### config.mk
export PLATFORM = sky130hd
export DESIGN_NAME = snooze_countdown
export DESIGN_NICKNAME = d
export VERILOG_FILES = /design/src/rtl/snooze_countdown.sv
export SDC_FILE = /design/constraint.sdc
export NUM_CORES = 1
export LEC_CHECK = 0
export CAP_MARGIN = 0
export CORE_MARGIN = 1
export CORE_UTILIZATION = 48
export CTS_CLUSTER_SIZE = 12
export DETAILED_ROUTE_END_ITERATION = 16
export HOLD_SLACK_MARGIN = 0.05
export PLACE_DENSITY = 0.8
export SYNTH_ARGS = -nofsm -noshare
export SYNTH_HDL_FRONTEND = slang
export SYNTH_SLANG_ARGS = --single-unit
### constraint.sdc
create_clock -name clk -period 2.6 [get_ports clk]
set_input_delay 0.65 -clock clk [delete_from_list [all_inputs] [get_ports clk]]
set_output_delay 0.65 -clock clk [all_outputs]
set_load 0.05 [all_outputs]
### src/rtl/snooze_countdown.sv
// Snooze timer: loads whole minutes, counts MM:SS down on the shared 1 Hz tick,
// and pulses expired for one cycle when 00:01 reaches 00:00.
module snooze_countdown #(
    parameter int MIN_W   = 7,
    parameter int MAX_MIN = 99,
    parameter int DEF_MIN = 9
) (
    input  logic             clk,
    input  logic             rst_n,
    input  logic             tick,
    input  logic             start,
    input  logic             cancel,
    input  logic             pause,
    input  logic [MIN_W-1:0] load_min,
    output logic [MIN_W-1:0] min,
    output logic [5:0]       sec,
    output logic             running,
    output logic             paused,
    output logic             expired
);

    localparam logic [MIN_W-1:0] MAX_LOAD = MIN_W'(MAX_MIN);
    localparam logic [MIN_W-1:0] DEF_LOAD = MIN_W'(DEF_MIN);
    localparam logic [MIN_W-1:0] ONE_MIN  = MIN_W'(1);

    typedef enum logic [1:0] {
        IDLE   = 2'd0,
        RUN    = 2'd1,
        PAUSED = 2'd2
    } state_t;

    state_t           state_reg, state_next;
    logic [MIN_W-1:0] min_reg, min_next;
    logic [5:0]       sec_reg, sec_next;
    logic             expired_reg, expired_next;
    logic [MIN_W-1:0] load_value;

    // Zero selects the default snooze length; oversized loads saturate.
    always_comb begin
        if (load_min == '0)
            load_value = DEF_LOAD;
        else if (load_min > MAX_LOAD)
            load_value = MAX_LOAD;
        else
            load_value = load_min;
    end

    always_ff @(posedge clk or negedge rst_n) begin
        if (!rst_n) begin
            state_reg   <= IDLE;
            min_reg     <= '0;
            sec_reg     <= '0;
            expired_reg <= 1'b0;
        end else begin
            state_reg   <= state_next;
            min_reg     <= min_next;
            sec_reg     <= sec_next;
            expired_reg <= expired_next;
        end
    end

    always_comb begin
        state_next   = state_reg;
        min_next     = min_reg;
        sec_next     = sec_reg;
        expired_next = 1'b0;
        if (cancel) begin
            state_next = IDLE;
            min_next   = '0;
            sec_next   = '0;
        end else if (start) begin
            state_next = RUN;
            min_next   = load_value;
            sec_next   = '0;
        end else if (pause) begin
            if (state_reg == RUN)
                state_next = PAUSED;
            else if (state_reg == PAUSED)
                state_next = RUN;
        end else if (tick && state_reg == RUN) begin
            if (sec_reg != 6'd0) begin
                sec_next = sec_reg - 6'd1;
                if (min_reg == '0 && sec_reg == 6'd1) begin
                    state_next   = IDLE;
                    expired_next = 1'b1;
                end
            end else if (min_reg != '0) begin
                sec_next = 6'd59;
                min_next = min_reg - ONE_MIN;
            end else begin
                // 00:00 in RUN cannot be reached; fall back to idle silently.
                state_next = IDLE;
            end
        end
    end

    assign min     = min_reg;
    assign sec     = sec_reg;
    assign running = (state_reg == RUN);
    assign paused  = (state_reg == PAUSED);
    assign expired = expired_reg;

endmodule

==> reports/qor.json, run 1 <==
{
  "finish": {
    "finish.net_count": 170,
    "fillers": 193,
    "largest_register_ffs": 7,
    "layout_common_cells": "28 x clkdlybuf4s50_1, 16 x dfrtp_1, 10 x nor2_1, 9 x inv_1",
    "design_area_um2": 1450,
    "mostFrequentLayoutCell": "clkdlybuf4s50_1",
    "drive_above_1_share_pct": 11.9,
    "area.growth.synth_to_final_pct": 30.9,
    "multi_input_area_um2": 637,
    "register_area_um2": 400,
    "antenna-diode-count": 0
  },
  "timing": {
    "unrepaired_setup_endpoints_after_global_routing": "no",
    "setup_total_negative_slack_ns": 0,
    "timing.clock.skew_ns": 0.00669,
    "final-max-slew-violation-count": 0,
    "period_minus_slack_ns": 2.34,
    "worst_slew_pin_slew_ns": 0.741,
    "setup-violations-final": 0,
    "maxSlewHeadroom_pct": 50.5,
    "timing.final.hold_violations": 0,
    "timing.final.crit_share_pct": 89.9,
    "max_clock_freq_ghz": 0.428
  },
  "clock_tree": {
    "clkTransAtPathRegs_ns": 0.09,
    "clkLatencyLatePin_ns": 0.28,
    "clock_sink_count": 16,
    "clockRootBuffer": "clkbuf_4",
    "ctsHtreeMaxLevel": 1,
    "cts_tree": "built",
    "ctsResizeCount": 0,
    "clockBufferDepth": 2,
    "cts_made_buffers": 3,
    "ctsHoldBuffers": 0,
    "post_cts_buffers": 0
  },
  "die": {
    "fp.coreArea_um2": 2190,
    "floorplan.die.height_um": 50.0,
    "start_util_pct": 50.4,
    "die-area_um2": 2500,
    "top_level_ports": 29,
    "dieWidth_um": 50.0,
    "placement_rows": 17
  },
  "power_and_ir_drop": {
    "power_density_over_the_cells_nw_per_um2": 548,
    "p_leak_nw": 0.597,
    "power.sequential.fraction_pct": 39.6,
    "swShare_pct": 41.6,
    "intPower_mw": 0.463,
    "clockPowerShare_pct": 16.3,
    "power_switching_mw": 0.330,
    "power.ir.vdd_worst_mv": 0.428,
    "combPwrFrac_pct": 44.1
  },
  "worst_setup_path": {
    "timing.critical_path.required_ns": 2.76,
    "cp_max_fo": 9,
    "timing.critical_path.cells": "inv_1 > ha_1 > nor3b_1 > and4_2 > or4_1 > a211oi_1",
    "worstSetupPathType": "reg -> reg",
    "end_kind": "flop",
    "worst_setup_sp_type": "flop",
    "arrival_ns": 2.49,
    "timing.critical_path.slowest_stage_cell": "or4_1",
    "critical_path.n_buffers_inverters": 1,
    "cp_slowest_stage_delay_ns": 0.49,
    "path_delay_family": "simple AND/OR/NAND/NOR gates"
  },
  "yosys": {
    "fraction_of_registers_with_async_set_or_reset_after_synthesis_pct": 100,
    "netlist.top_cell.by_area": "dfrtp_1",
    "post_synth.cell_area_avg_um2": 9.06,
    "netlist_top_cells_area": "dfrtp_1 36%, ha_1 4.5%, nor2_1 3.4%",
    "synth.yosys.warnings": 0,
    "synth_edf_count": 0,
    "syn_nets": 139,
    "dominantRegCellSynth": "dfrtp_1",
    "postSynthRegisterBits": 16,
    "syn-cell-area_um2": 1100,
    "synthDistinctLibCells": 44,
    "synth-seq-area-share_pct": 36.2,
    "post_synth_inst_count": 122,
    "synth_top_area_share_pct": 36.2
  },
  "route": {
    "drt_drc_violations_left": 0,
    "vias": 1086,
    "drt_wl_total_um": 2740,
    "drt_first_pass_iters": 4,
    "detail_route.wl_per_cell_um": 15.3,
    "detailed_route_iter0_violations": 32,
    "drt.antenna.violating_nets": 0,
    "viasPerCell": 6.07
  },
  "placed_design": {
    "io_buffers": 28,
    "dp_hpwl_um": 2100,
    "gpl.final_weighted_congestion": 0.875,
    "dpl-instance-area_um2": 1420
  },
  "grt": {
    "grt_pass1_wl_um": 4460,
    "antenna_found_initial": 0,
    "grt_max_degree": 17,
    "gr-total-overflow": 0,
    "first_global_vias": 1002,
    "grt_usage_pct": 23.8
  },
  "run": {
    "timing.max_cap.violations": 0
  },
  "outcome": {
    "status": "finished clean"
  },
  "worst_hold_path": {
    "hold_path.class": "reg -> reg"
  }
}
==> final timing paths <==
path                            startpoint      endpoint  slack (ns)  cells past startpoint
worst max-delay path                sec[0]        sec[2]        0.26                      6
worst min-delay path                sec[1]        sec[1]        0.57                      1
worst max register to register      sec[0]        sec[2]        0.26                      6
worst min register to register      sec[1]        sec[1]        0.57                      1
max in group asynchronous            rst_n        sec[2]        1.33                      1
min in group asynchronous            rst_n  state_reg[0]        0.80                      1
==> area by class of cell <==
cell class | count | area share (%)
multi-input combinational | 90 | 44.0
sequential | 16 | 27.7
timing repair buffer | 33 | 22.0
tap | 28 | 2.42
inverter | 9 | 2.34
clock buffer | 3 | 1.56
==> metrics by stage <==
step           std cells  power [mW]  hold WS, ns  util, %  setup slack (ns)
4_1_cts              179       0.796        0.576     66.0             0.297
5_1_grt              179       0.835        0.622     66.0             0.156
3_3_place_gp         176       0.655        0.558     65.0             0.186
2_1_floorplan        122       0.546        0.354        -             0.126
6_report             179       0.793        0.575     66.0             0.263
3_5_place_dp         176       0.663        0.555     65.0             0.125
==> logic make-up after synthesis <==
family                   count (synthesis)  share of synthesized area, %
buffers and inverters                   16                          6.11
adder cells (fa/ha/maj)                  4                          4.53
flip-flops                              16                          36.2
XOR/XNOR                                 1                         0.793
AO/OA/AOI/OAI                           32                          20.2
multiplexers                             3                          2.94
AND/OR/NAND/NOR                         50                          29.2
==> power groups by stage <==
stage               Combinational, mW  Sequential (mW)  Clock (mW)
finish                          0.350            0.314       0.130
global route                    0.372            0.319       0.144
CTS                             0.348            0.313       0.134
detailed placement              0.346            0.317           0
global placement                0.339            0.316           0
floorplan                       0.153            0.393           0
==> synthesized netlist by cell type, types with 2 or more instances <==
master,instances
a31oi_1,3
a21oi_1,7
mux2_2,2
nor3_1,7
o22a_1,3
dfrtp_1,16
nor3b_1,2
inv_1,9
o21ai_0,5
nor4_1,6
or2_2,2
nor2_1,10
a311oi_1,2
nand4_1,2
nand3_1,3
a211oi_1,2
nand2_1,2
nor2b_1,2
o31ai_1,2
buf_2,5
ha_1,4
or4_1,3
or3_1,2
==> routing by layer <==
metal / share of wire, % / global-route usage (%) / vias to the layer above / routed length [µm]
met1: 46 / 31.6 / 520 / 1270
met2: 48 / 37.4 / 34 / 1310
li1: - / - / 526 / -
met4: 1.7 / 8.57 / 0 / 46
met5: 0 / 0 / - / 0
met3: 4.3 / 5.56 / 6 / 118
Note: power is estimated with default switching activity, not from simulation.
==> run 2: changes to the inputs <==
--- a/config.mk
+++ b/config.mk
@@ -8,6 +8,7 @@
 export CAP_MARGIN = 0
 export CORE_MARGIN = 1
 export CORE_UTILIZATION = 48
+export CTS_CLUSTER_DIAMETER = 40
 export CTS_CLUSTER_SIZE = 12
 export DETAILED_ROUTE_END_ITERATION = 16
 export HOLD_SLACK_MARGIN = 0.05
==> results of run 2 <==
The final DEF is identical to that of run 1; final timing and power are the same.
==> run 3: changes to the inputs <==
--- a/config.mk
+++ b/config.mk
@@ -11,7 +11,7 @@
 export CTS_CLUSTER_DIAMETER = 40
 export CTS_CLUSTER_SIZE = 12
 export DETAILED_ROUTE_END_ITERATION = 16
-export HOLD_SLACK_MARGIN = 0.05
+export HOLD_SLACK_MARGIN = 0.12
 export PLACE_DENSITY = 0.8
 export SYNTH_ARGS = -nofsm -noshare
 export SYNTH_HDL_FRONTEND = slang
==> results of run 3 <==
The final DEF is identical to that of run 1; final timing and power are the same.
